**config.mk**
```make
export PLATFORM = sky130hd
export DESIGN_NAME = binary_gray_enc_flat
export DESIGN_NICKNAME = d
export VERILOG_FILES = /design/src/rtl/binary_gray_enc_if.sv /design/src/rtl/binary_gray_enc.sv /design/src/flat_wrapper.sv
export SDC_FILE = /design/constraint.sdc
export NUM_CORES = 1
export LEC_CHECK = 0
export CORE_MARGIN = 2
export CORE_UTILIZATION = 45
export DETAILED_ROUTE_END_ITERATION = 7
export PLACE_DENSITY = 0.7
export SLEW_MARGIN = 25
export SYNTH_ARGS = -nofsm -noshare
export SYNTH_HDL_FRONTEND = slang
export SYNTH_SLANG_ARGS = --single-unit
```
**constraint.sdc**
```tcl
create_clock -name clk -period 1.88 [get_ports clk]
set_clock_uncertainty 0.15 [all_clocks]
set_input_delay 0.564 -clock clk [delete_from_list [all_inputs] [get_ports clk]]
set_output_delay 0.564 -clock clk [all_outputs]
set_load 0.02 [all_outputs]
```
**src/rtl/binary_gray_enc_if.sv**
```systemverilog
// rtl/binary_gray_enc_if.sv - stream bundle for the binary-to-Gray encoder
`timescale 1ns/1ps
interface binary_gray_enc_if #(
    parameter int WIDTH = 4,
    parameter int CNT_W = 8
);
    logic [WIDTH-1:0] bin_in;
    logic             in_valid;
    logic             in_ready;
    logic [WIDTH-1:0] gray_out;
    logic             out_valid;
    logic             out_ready;
    logic [CNT_W-1:0] xfer_count;

    // Producer/consumer side that drives binary words and accepts Gray words
    modport master (
        output bin_in, in_valid, out_ready,
        input  in_ready, gray_out, out_valid, xfer_count
    );

    // Encoder side
    modport slave (
        input  bin_in, in_valid, out_ready,
        output in_ready, gray_out, out_valid, xfer_count
    );
endinterface

```
**src/rtl/binary_gray_enc.sv**
```systemverilog
// rtl/binary_gray_enc.sv - streaming binary-to-Gray encoder with 2-entry skid buffer
`timescale 1ns/1ps
module binary_gray_enc #(
    parameter int WIDTH = 4,
    parameter int CNT_W = 8
) (
    input  logic             clk,
    input  logic             rst,
    binary_gray_enc_if.slave bus
);
    // Occupancy of the main output register plus the skid register
    localparam logic [1:0] ST_EMPTY = 2'd0;
    localparam logic [1:0] ST_ONE   = 2'd1;
    localparam logic [1:0] ST_FULL  = 2'd2;

    logic [1:0]       state_q,     state_d;
    logic [WIDTH-1:0] main_q,      main_d;
    logic [WIDTH-1:0] skid_q,      skid_d;
    logic             out_valid_q, out_valid_d;
    logic             in_ready_q,  in_ready_d;
    logic [CNT_W-1:0] cnt_q,       cnt_d;

    logic             accept;
    logic             drain;
    logic [WIDTH-1:0] enc;

    // Handshake decode, encoding and next-state / datapath selection
    always_comb begin
        accept      = bus.in_valid & in_ready_q;
        drain       = out_valid_q & bus.out_ready;
        enc         = bus.bin_in ^ (bus.bin_in >> 1);
        state_d     = state_q;
        main_d      = main_q;
        skid_d      = skid_q;
        case (state_q)
            ST_EMPTY: begin
                if (accept) begin
                    main_d  = enc;
                    state_d = ST_ONE;
                end
            end
            ST_ONE: begin
                if (accept) begin
                    if (drain) begin
                        // Main register drains and reloads in the same cycle
                        main_d = enc;
                    end else begin
                        skid_d  = enc;
                        state_d = ST_FULL;
                    end
                end else if (drain) begin
                    state_d = ST_EMPTY;
                end
            end
            ST_FULL: begin
                // in_ready is low here, so only a drain can move state
                if (drain) begin
                    main_d  = skid_q;
                    state_d = ST_ONE;
                end
            end
            default: begin
                state_d = ST_EMPTY;
            end
        endcase
        // Ready/valid are registered from the next occupancy, so in_ready never
        // sees out_ready combinationally
        out_valid_d = (state_d != ST_EMPTY);
        in_ready_d  = (state_d != ST_FULL);
        cnt_d       = cnt_q + {{(CNT_W-1){1'b0}}, drain};
    end

    // State and datapath registers; reset clears everything immediately
    always_ff @(posedge clk or posedge rst) begin
        if (rst) begin
            state_q     <= ST_EMPTY;
            main_q      <= '0;
            skid_q      <= '0;
            out_valid_q <= 1'b0;
            in_ready_q  <= 1'b1;
            cnt_q       <= '0;
        end else begin
            state_q     <= state_d;
            main_q      <= main_d;
            skid_q      <= skid_d;
            out_valid_q <= out_valid_d;
            in_ready_q  <= in_ready_d;
            cnt_q       <= cnt_d;
        end
    end

    assign bus.gray_out   = main_q;
    assign bus.out_valid  = out_valid_q;
    assign bus.in_ready   = in_ready_q;
    assign bus.xfer_count = cnt_q;
endmodule

```
**src/flat_wrapper.sv**
```systemverilog
// flat-port wrapper written by rule: the top's interface ports become plain ports
module binary_gray_enc_flat 
#(
    parameter int WIDTH = 4,
    parameter int CNT_W = 8
)
  (clk, rst, bus_bin_in, bus_in_valid, bus_out_ready, bus_in_ready, bus_gray_out, bus_out_valid, bus_xfer_count);
  binary_gray_enc_if #(.WIDTH(WIDTH), .CNT_W(CNT_W)) bus_i ();
  input  logic clk;
  input  logic rst;
  input wire logic [$bits(bus_i.bin_in)-1:0] bus_bin_in;
  input wire logic [$bits(bus_i.in_valid)-1:0] bus_in_valid;
  input wire logic [$bits(bus_i.out_ready)-1:0] bus_out_ready;
  output wire logic [$bits(bus_i.in_ready)-1:0] bus_in_ready;
  output wire logic [$bits(bus_i.gray_out)-1:0] bus_gray_out;
  output wire logic [$bits(bus_i.out_valid)-1:0] bus_out_valid;
  output wire logic [$bits(bus_i.xfer_count)-1:0] bus_xfer_count;
  assign bus_i.bin_in = bus_bin_in;
  assign bus_i.in_valid = bus_in_valid;
  assign bus_i.out_ready = bus_out_ready;
  assign bus_in_ready = bus_i.in_ready;
  assign bus_gray_out = bus_i.gray_out;
  assign bus_out_valid = bus_i.out_valid;
  assign bus_xfer_count = bus_i.xfer_count;
  binary_gray_enc #(.WIDTH(WIDTH), .CNT_W(CNT_W)) u_core (.clk(clk), .rst(rst), .bus(bus_i));
endmodule
```
After elaboration in Yosys (flattened, before gate mapping)
Cells that the tools add are included.
- bits in registers: 20
- input bits: 8
- output and inout bits: 14
- logic and storage cells: 34
- add/subtract/negate cells: 1
- eq/ne operators: 7
- mux-type cells: 11
- bitwise gates (word level): 4
- reductions and logical operators: 5
- operators with widths (operator ; number):
    $mux W4 ; 4
    $pmux W4 S3 ; 1
    $mux W2 ; 5
    $add A8 B1 Y8 ; 1
    $ne A2 B1 Y1 const B ; 4
    $pmux W2 S3 ; 1
    $reduce_and A5 Y1 ; 1
    $xor A4 B3 Y4 ; 1
    $reduce_and A3 Y1 ; 1
    $reduce_bool A3 Y1 ; 1
    $and A1 B1 Y1 ; 2
    $eq A2 B1 Y1 const B ; 1
    $eq A2 B2 Y1 const B ; 1
    $logic_not A2 Y1 ; 1
    $ne A2 B2 Y1 const B ; 1
    $reduce_bool A2 Y1 ; 1
    $not A1 Y1 ; 1

Depth between registers and ports, before layout
- depth in word-level cells: 5
- depth in mapped cells: 6
- depth with buffers taken out: 4

Worst setup path after synthesis
OpenSTA, ideal clock, no wires.
- path type: input to register
- from: in bus_in_valid
- to: reg u_core.main_q[0], in the netlist u_core.bus.gray_out[0]
- library setup time: 125 ps
- data arrival time: 1358 ps
- required time: 1605 ps
- slack: 247 ps
- cell stages on the path: 4
- buffers on the path: 0
- cells stage by stage: nand2_1 > o21ai_4 > a31oi_4 > mux2_2
- longest elaborated chain between the ends: 3
- elaborated cells between the ends (all ways): 4
- those cells by class: eq/ne: 2; bitwise: 1; reduce/logical: 1
- ends and longest elaborated chain (item ; RTL line ; text):
    from (decl) ; flat_wrapper.sv:12 ; input wire logic [$bits(bus_i.in_valid)-1:0] bus_in_valid;
    $and A1 B1 Y1 * ; binary_gray_enc.sv:29 ; accept = bus.in_valid & in_ready_q;
    $ne A2 B1 Y1 (no line) ; n/a ;
    $reduce_and A5 Y1 (no line) * ; n/a ;
    to (signal assigned) ; binary_gray_enc.sv:84 ; main_q <= main_d;
    to (decl) ; binary_gray_enc.sv:17 ; logic [WIDTH-1:0] main_q, main_d;
Every way passes the cells marked *; elsewhere a longest branch is shown, timed or not.
A chain may end at the register's enable or synchronous reset.

Worst setup path after layout
- from: in bus_in_valid
- to: reg u_core.main_q[3], in the netlist u_core.bus.gray_out[3]
The elaborated chain is that of the path after synthesis.

==> reports/summary.md <==
• 555 MHz — Max Fclk
• u_core.bus.xfer_count[7]$_DFF_PP0_ — worst hold path startpoint
• finished, final reports clean — status
• u_core.bus.xfer_count[7]$_DFF_PP0_ — hold-critical path endpoint
• input pin to flop — crit path kind
• 49.8% — portion of synthesized cell area occupied by the leading cell type
• 0 — reported max-cap violation count
• 3060 µm — first-pass GRT wire length
• 75.9% — worst-case headroom to the max-slew limit
• 29.5% — area added between synthesis and finish
• input pin — nature of the critical path startpoint
• 5.01 — via-per-instance ratio
• 16 — Cell Rows
• 362 ps — slew at the pin closest to its max-slew limit
• 0 — antenna violations before repair
• dfrtp_1 50%, xnor2_1 7.3%, mux2_2 5.9% — Synth area leaders
• 502 µm² — sequential cell area
• 52.6% — post-synthesis sequential area ratio
• 0.00122 mm² — cell area after placement
• 2 — maximum count of clock buffers along a single path
• 3 — clock buffers created by TritonCTS
• u_core.bus.gray_out[3]$_DFFE_PP0P_ — critical register-to-register path endpoint
• 955 µm² — Post-Synthesis Cell Area
• 77.8 ps — final worst slack
• 12.4 µm — wire length per cell after detailed routing
• 117 — Total Nets Final
• 95.9% — part of the cycle the worst path needs
• 0 — grt ovf
• -259 ps — pre-CTS setup slack
• 0 — final count of hold timing violations
• 0.00251 mm² — floorplan die area
• 672 — total via count in the routed design
• 0 — Final setup violation count
• 1660 µm — post-detailed-routing wire length
• 950 µV — worst IR drop on VDD
• no — unrepaired setup endpoints after global routing
• 5 — peak fanout along the critical path
• dfrtp_1 — commonest register cell after synthesis
• 707 — vias in the first global route
• dfrtp_1 — most frequent standard cell in the layout excluding fill and tap cells
• 86 — synthesized netlist net count
• 19 x dfrtp_1, 13 x dlygate4sd2_1, 8 x xnor2_1, 8 x buf_4, 7 x clkdlybuf4s50_1 — commonest non-fill, non-tap cells in the layout
• 400 µm² — Multi-input gate area
• 1800 ps — fin crit period
• 20 — clock tree sinks
• 26 — number of distinct library cell variants in the gate-level netlist after synthesis
• 50.1 µm — DIE WIDTH
• 12.4 µm² — average instance area after synthesis
• 0.755 — routability cong.
• 210 ps — Worst R2R Setup Slack
• 0 — Diodes inserted
• 0.00198 mm² — core box area
• 62.4% — final core utilization
• 20 — FF+latch count, synth
• 0 — remaining antenna violation count after routing
• 180 — FILL cells
• dfrtp_1 — top cell type by total area after synthesis
• 1 — H-tree lvl count
• 50.1 µm — die boundary height
• 0 — CTS hold repair buffers
• 21 — maximum number of pins on one net before global-route repair
• 0 — number of enable-type register cells in the synthesized netlist
• 100% — async set or reset register ratio after synthesis
• done — CTS tree
• 1970 µW — power consumption
• 1590 mW/mm² — areal power density over the cells
• 23.4% — layout cells sized above 1
• 330 ps — Hold WS
• flop — critical path endpoint category
• 48.2% — initial core utilization
• 77 — synthesized instance count
• flop to flop — Hold Path Class
• 0 — number of max-slew violations in the final report
• 0 — buffer count from post-CTS setup fixing
• 1850 ps — worst path arrival time
• 16.3% — total track usage
• 0.000608 µW — leakage dissipation
• 110 ps — clock edge transition at the registers on the reported setup and hold paths
• 4 — R2R cell count
• 300 ps — clock latency reported for the late side of the worst-skew pair
• clkbuf_4 — Clock Root Buffer
• 0 — number of remaining DRC errors
• 1250 µm — Detail Placement HPWL
• 0.00124 mm² — Final Cell Area
• 22 — I/O pins
• 4 — Detailed Routing Iterations Pass 1
• 0 — number of warnings issued by yosys
• 1920 ps — required time at the worst-slack endpoint
• 6 — initial detailed-routing violation count
• 1 — hold path cells
• 21 — Port Buffers
• u_core.state_q[1]$_DFF_PP0_ — worst r2r src
==> worst max-delay path: stages <==
cell	delay, ps
clkdlybuf4s50_1	400
nand2_1	190
o21ai_4	90
a31oi_4	240
mux2_2	350
==> worst max-delay path by stage <==
stage                                         endpoint                               start
floorplan           u_core.bus.gray_out[0]$_DFFE_PP0P_                        bus_in_valid
global placement    u_core.bus.gray_out[2]$_DFFE_PP0P_                        bus_in_valid
global route                         bus_xfer_count[3]  u_core.bus.xfer_count[3]$_DFF_PP0_
CTS                                       bus_in_ready       u_core.bus.in_ready$_DFF_PP1_
finish              u_core.bus.gray_out[3]$_DFFE_PP0P_                        bus_in_valid
detailed placement  u_core.bus.gray_out[0]$_DFFE_PP0P_                        bus_in_valid
==> synth_stat cells, drive strengths merged (2+ instances only) <==
master / count
a21oi: 3
and3: 3
buf: 3
dfrtp: 19
inv: 4
mux2: 6
mux2i: 3
nand2: 3
nand3: 7
nor2: 4
o21ai: 3
xnor2: 8
xor2: 2
==> cell type report <==
class	count	area share (%)
flip-flops and latches	20	40.6
multi-input cells	50	32.4
repair buffers	29	20.1
clock buffers	4	2.94
well taps	27	2.73
inverters	4	1.21
==> sequential cells by signal (all words and copies together), names as in the netlist <==
name	count
u_core.bus.xfer_count	8
u_core.skid_q	4
u_core.bus.gray_out	4
u_core.bus.out_valid	1
u_core.bus.in_ready	1
u_core.state_q	2
==> power breakdown <==
group | total [µW] | leakage [µW] | internal [µW] | switching [µW]
Combinational | 934 | 0.000345 | 449 | 484
Sequential | 784 | 0.000242 | 633 | 150
Clock | 249 | 0.0000210 | 118 | 131
Total | 1970 | 0.000608 | 1200 | 766
==> timing repair <==
action                     in CTS  in global routing
pin swaps                       0                  0
setup endpoints to repair      14                  1
gates resized for setup        15                  1
==> routing by layer <==
| layer | GRT usage [%] | vias to the layer above | part of all wire, % | wire (µm) |
|---|---|---|---|---|
| met5 | 0 | - | 0 | 0 |
| met4 | 6.94 | 0 | 1.2 | 20 |
| met3 | 3.64 | 4 | 3.4 | 56 |
| met2 | 26.8 | 15 | 48 | 790 |
| met1 | 20.4 | 328 | 48 | 792 |
| li1 | - | 325 | - | - |
==> cell families after synthesis <==
family          share of synthesized area, %
flops                                   52.6
simple gates                            10.9
compound gates                          9.96
xor+xnor                                9.17
buf+inv                                 5.50
fa+ha+maj                               1.31
mux                                     10.6
==> stage by stage <==
step                      TNS [ps]  instances
final                            0        134
after global routing             0        134
after CTS                        0        134
after detailed placement     -2190        130
after global placement       -1640        130
after floorplan                  0         77
No activity file was read; power rests on OpenSTA's default activity.
